**src/rtl/count_wrap_tracker.sv**
```systemverilog
// count_wrap_tracker: follows a small up/down counter, extends it with a wrap
// count, and latches a fault when a counter step does not match its inputs.
module count_wrap_tracker #(
    parameter int unsigned CNT_W = 3,
    parameter int unsigned EXT_W = 5
) (
    input  logic                   clk,
    input  logic                   rst,
    input  logic [CNT_W-1:0]       cnt_q,
    input  logic                   cnt_dir,
    input  logic                   cnt_clr,
    input  logic                   err_clr,
    output logic [CNT_W+EXT_W-1:0] ext_q,
    output logic                   trk_valid,
    output logic                   wrap_up,
    output logic                   wrap_dn,
    output logic                   ovf,
    output logic                   err
);

    localparam int unsigned POS_W = CNT_W + EXT_W;

    localparam logic [1:0] S_SYNC  = 2'd0;
    localparam logic [1:0] S_TRACK = 2'd1;
    localparam logic [1:0] S_FAULT = 2'd2;

    logic [1:0]       state;
    logic [1:0]       state_nxt;
    logic [CNT_W-1:0] prev_q;
    logic             prev_dir;
    logic             prev_clr;

    logic [EXT_W-1:0] upper;
    logic [EXT_W-1:0] upper_nxt;
    logic [CNT_W-1:0] exp_q;
    logic [POS_W-1:0] ext_nxt;
    logic             trk_nxt;
    logic             wrap_up_nxt;
    logic             wrap_dn_nxt;
    logic             ovf_nxt;
    logic             err_nxt;

    // The upper field lives in the top bits of the registered position.
    assign upper = ext_q[POS_W-1:CNT_W];

    // State register.
    always_ff @(posedge clk or negedge rst) begin
        if (!rst) begin
            state <= S_SYNC;
        end else begin
            state <= state_nxt;
        end
    end

    // Remember what the counter showed and was told to do last cycle.
    always_ff @(posedge clk or negedge rst) begin
        if (!rst) begin
            prev_q   <= '0;
            prev_dir <= 1'b0;
            prev_clr <= 1'b0;
        end else begin
            prev_q   <= cnt_q;
            prev_dir <= cnt_dir;
            prev_clr <= cnt_clr;
        end
    end

    // Value the counter must show now, given last cycle's value and controls.
    always_comb begin
        exp_q = prev_q - CNT_W'(1);
        if (prev_clr) begin
            exp_q = '0;
        end else if (prev_dir) begin
            exp_q = prev_q + CNT_W'(1);
        end
    end

    // Next-state and next-output logic.
    always_comb begin
        state_nxt   = state;
        upper_nxt   = upper;
        ext_nxt     = ext_q;
        wrap_up_nxt = 1'b0;
        wrap_dn_nxt = 1'b0;
        ovf_nxt     = ovf;
        err_nxt     = err;

        case (state)
            S_SYNC: begin
                upper_nxt = '0;
                ext_nxt   = {EXT_W'(0), cnt_q};
                state_nxt = S_TRACK;
            end
            S_TRACK: begin
                if (cnt_q != exp_q) begin
                    // Position and wrap count freeze at the last good value.
                    err_nxt   = 1'b1;
                    if (err_clr) begin
                        ovf_nxt = 1'b0;
                    end
                    state_nxt = S_FAULT;
                end else begin
                    if (err_clr) begin
                        ovf_nxt = 1'b0;
                        err_nxt = 1'b0;
                    end
                    if (prev_clr) begin
                        upper_nxt = '0;
                    end else if (prev_dir && (prev_q == '1)) begin
                        upper_nxt   = upper + EXT_W'(1);
                        wrap_up_nxt = 1'b1;
                        if (upper == '1) begin
                            ovf_nxt = 1'b1;
                        end
                    end else if (!prev_dir && (prev_q == '0)) begin
                        upper_nxt   = upper - EXT_W'(1);
                        wrap_dn_nxt = 1'b1;
                        if (upper == '0) begin
                            ovf_nxt = 1'b1;
                        end
                    end
                    ext_nxt = {upper_nxt, cnt_q};
                end
            end
            S_FAULT: begin
                if (err_clr) begin
                    err_nxt   = 1'b0;
                    ovf_nxt   = 1'b0;
                    state_nxt = S_SYNC;
                end
            end
            default: begin
                state_nxt = S_SYNC;
            end
        endcase

        trk_nxt = (state_nxt == S_TRACK);
    end

    // Output registers.
    always_ff @(posedge clk or negedge rst) begin
        if (!rst) begin
            ext_q     <= '0;
            trk_valid <= 1'b0;
            wrap_up   <= 1'b0;
            wrap_dn   <= 1'b0;
            ovf       <= 1'b0;
            err       <= 1'b0;
        end else begin
            ext_q     <= ext_nxt;
            trk_valid <= trk_nxt;
            wrap_up   <= wrap_up_nxt;
            wrap_dn   <= wrap_dn_nxt;
            ovf       <= ovf_nxt;
            err       <= err_nxt;
        end
    end

endmodule

```
**config.mk**
```make
export PLATFORM = sky130hd
export DESIGN_NAME = count_wrap_tracker
export DESIGN_NICKNAME = d
export VERILOG_FILES = /design/src/rtl/count_wrap_tracker.sv
export SDC_FILE = /design/constraint.sdc
export NUM_CORES = 1
export LEC_CHECK = 0
export CORE_UTILIZATION = 40
export CTS_BUF_LIST = sky130_fd_sc_hd__clkbuf_8
export DETAILED_ROUTE_END_ITERATION = 16
export PLACE_DENSITY = 0.66
export SLEW_MARGIN = 20
export SYNTH_ARGS = -nofsm -noshare
export SYNTH_HDL_FRONTEND = slang
export SYNTH_SLANG_ARGS = --single-unit
```
**constraint.sdc**
```tcl
create_clock -name clk -period 2.3 [get_ports clk]
set_input_delay 0.46 -clock clk [delete_from_list [all_inputs] [get_ports clk]]
set_output_delay 0.46 -clock clk [all_outputs]
set_load 0.02 [all_outputs]
```
==> run metrics <==
Hold Crit Class register to register; asr flop ratio synth 100%; first-pass GRT wire length 4.27 mm; vias in the first global route between 900 and 1,000; Clk Latency, worst-skew pair 0.26 ns; crit path DAT 2.72 ns; Top delay family on crit path compound AO/OA/AOI/OAI gates; Peak VDD IR 0.705 mV; Final Worst Setup Slack -0.271 ns; Fin. Hold Viols 0; ant diodes 0; Congestion Overflow GR 0; CP max stage delay between 0.5 and 0.6 ns; LEAKAGE 0.789 nW; Post-Syn Instances 94; worst clock skew between 0.0015 and 0.002 ns; status complete, but fails checks; EDFF count, synth 0; CTS max path bufs 2; maxcap violations 0; drt drc 0; Pins Over Slew Limit 0; hold-fix buffer count after cts 0; 1st-pass router iterations 6; height of the die 54.8 um; failing checks negative setup slack; TritonCTS clock tree yes; Worst R2R Setup Slack -0.27 ns; Min Clock Period, post-route 2.57 ns; most common flop cell mapped by yosys dfrtp_1; Cell Rows 18; largest net degree at the start of global routing 21; WHS between 0.5 and 0.6 ns; Final ANT Viol Nets 0; Detailed Route WL 2.59 mm; Crit-path slowest cell fa_1; startpoint types register; FILL cells between 200 and 250; Die Span X 54.8 um; synthesized flop and latch total 20; Req. time, crit path 2.45 ns; IO Count 21; CTS sink cnt 20; Area Growth Syn to Fin 52.9%; WL/cell 14.8 um; Layout Utilization 66.5%; register area 500 um^2; fraction of layout cells with a size suffix above 1 36.6%; Final #Nets 163; DP HPWL 1.99 mm; gpl congestion 0.876; CP Buf/Inv Count 1; Power Dens Cells 1100 nW/um^2; critical path endpoint category register; initial antenna violation count 0; PortBufs 20; Fmax 389 MHz; Worst-Margin Slew 0.437 ns; critical path startpoint prev_q[0]; clk root buf clkbuf_8; HP Start err; drt via density 5.43; Num CTS Buffers 3; clk slew on worst S/H paths 0.07 ns; Slew HR 70.7%; worst r2r src prev_q[0]; Final setup violation count 14; crit path kind register to register; DRT iter0 DRCs 7; Fin Setup TNS -2.39 ns; fraction of the yosys area taken by sequential cells 44.8%; CTS H-tree depth 1; core area approximately 2600 um^2; CP Cell Sequence inv_2 > fa_1 > or3b_4 > a221oi_4 > o2111ai_4 > a32oi_4 > mux2_2; Post-Synthesis Cell Area 1120 um^2; syn_area_per_cell 11.9 um^2; dpl ws -0.235 ns; area occupied by multi-input gates slightly below 700 um^2; Vias 950; GRT Total Usage 20.9%; Tcrit/Tclk final 112%; Initial Utilization 43.5%; Worst Path Max Fanout 4; RSZ-0062 raised after global routing true; die footprint 3010 um^2; Synth cell types 37; Ys Warns 0; Syn Nets 111
kinds of logic (layout without fill, tap and decap cells):
logic type                 Yosys count  after routing  synth area share (%)
and+or+nand+nor                     28             28                  14.5
DFF                                 20             20                  44.8
AOI/OAI and AO/OA                   18             18                  14.6
adders and majority gates            9              9                  11.4
muxes                                8              8                  7.96
buffers and inverters                7             58                  2.35
xor gates and xnor gates             4              4                  4.37
final cells by class:
type / count / share of cell area (%)
Timing Repair Buffer: 47 / 23.8
Inverter: 7 / 1.54
Clock buffer: 4 / 3.23
Tap cell: 30 / 2.20
Multi-Input combinational cell: 67 / 39.9
Sequential cell: 20 / 29.3
layout by cell type (no fill, tap or decap), drive strengths merged:
cell	count
xnor3	1
clkbuf	4
o22ai	2
nand2b	3
a221oi	1
a211o	1
and2b	1
mux2i	1
a21o	2
inv	7
xnor2	2
a32o	1
xor2	1
fa	2
nand2	4
a21oi	3
o211ai	1
buf	27
clkdlybuf4s50	20
and3	1
nand4	2
nand3b	1
o21ai	1
or4	2
or3b	1
ha	7
a31oi	1
or3	1
nor4b	1
nor2	5
o41ai	1
a32oi	1
and2	2
a2111oi	1
o21bai	1
dfrtp	20
mux2	7
o2111ai	1
nor3	4
registers in the layout, indices dropped and copies added (netlist names):
signal	cells
prev_q	3
wrap_up	1
prev_clr	1
trk_valid	1
state	2
ovf	1
prev_dir	1
ext_q	8
wrap_dn	1
err	1
synth_stat cells, types with 2 or more instances:
| cell type | count | area (um^2) |
|---|---|---|
| dfrtp_1 | 20 | 500 |
| nand2_1 | 4 | 15.0 |
| or4_1 | 2 | 15.0 |
| xnor2_1 | 2 | 17.5 |
| nor3_1 | 4 | 20.0 |
| fa_1 | 2 | 40.0 |
| nor2_1 | 5 | 18.8 |
| a21oi_1 | 3 | 15.0 |
| o22ai_1 | 2 | 12.5 |
| mux2_2 | 7 | 78.8 |
| a21o_1 | 2 | 15.0 |
| inv_1 | 7 | 26.3 |
| ha_1 | 7 | 87.6 |
| nand4_1 | 2 | 12.5 |
| nand2b_1 | 3 | 18.8 |
power by group:
part	switching (W)	leakage, nW	internal (W)
Sequential	0.0000951	0.251	0.000452
Clock	0.000117	0.0288	0.000152
Combinational	0.000503	0.508	0.000561
Total	0.000715	0.789	0.00116
routing by layer:
layer	wire [um]	global-route usage, %	vias up
met1	1080	23.5	470
met3	117	3.61	6
li1	-	-	452
met5	0	0	-
met2	1350	36.9	22
met4	50	11.5	0
worst paths after layout:
kind	to	cells past startpoint
max	ext_q[3]	7
min	err	1
max reg2reg	ext_q[3]	7
min reg2reg	err	1
max in group asynchronous	ext_q[5]	2
min in group asynchronous	prev_q[1]	2
timing repair:
| item | CTS | global route |
|---|---|---|
| endpoints found under the setup margin | 12 | 15 |
| buffers inserted | 3 | 5 |
| pin swaps | 7 | 4 |
| gates resized for setup | 8 | 8 |
per-stage QoR:
stage	power (W)	cells	instance area [um^2]
final	0.00188	175	1710
after global routing	0.00201	175	1710
after CTS	0.00182	170	1630
after detailed placement	0.00152	163	1500
after global placement	0.00147	163	1500
after floorplan	0.00114	94	1120
Power figures use the tool's default switching activity.
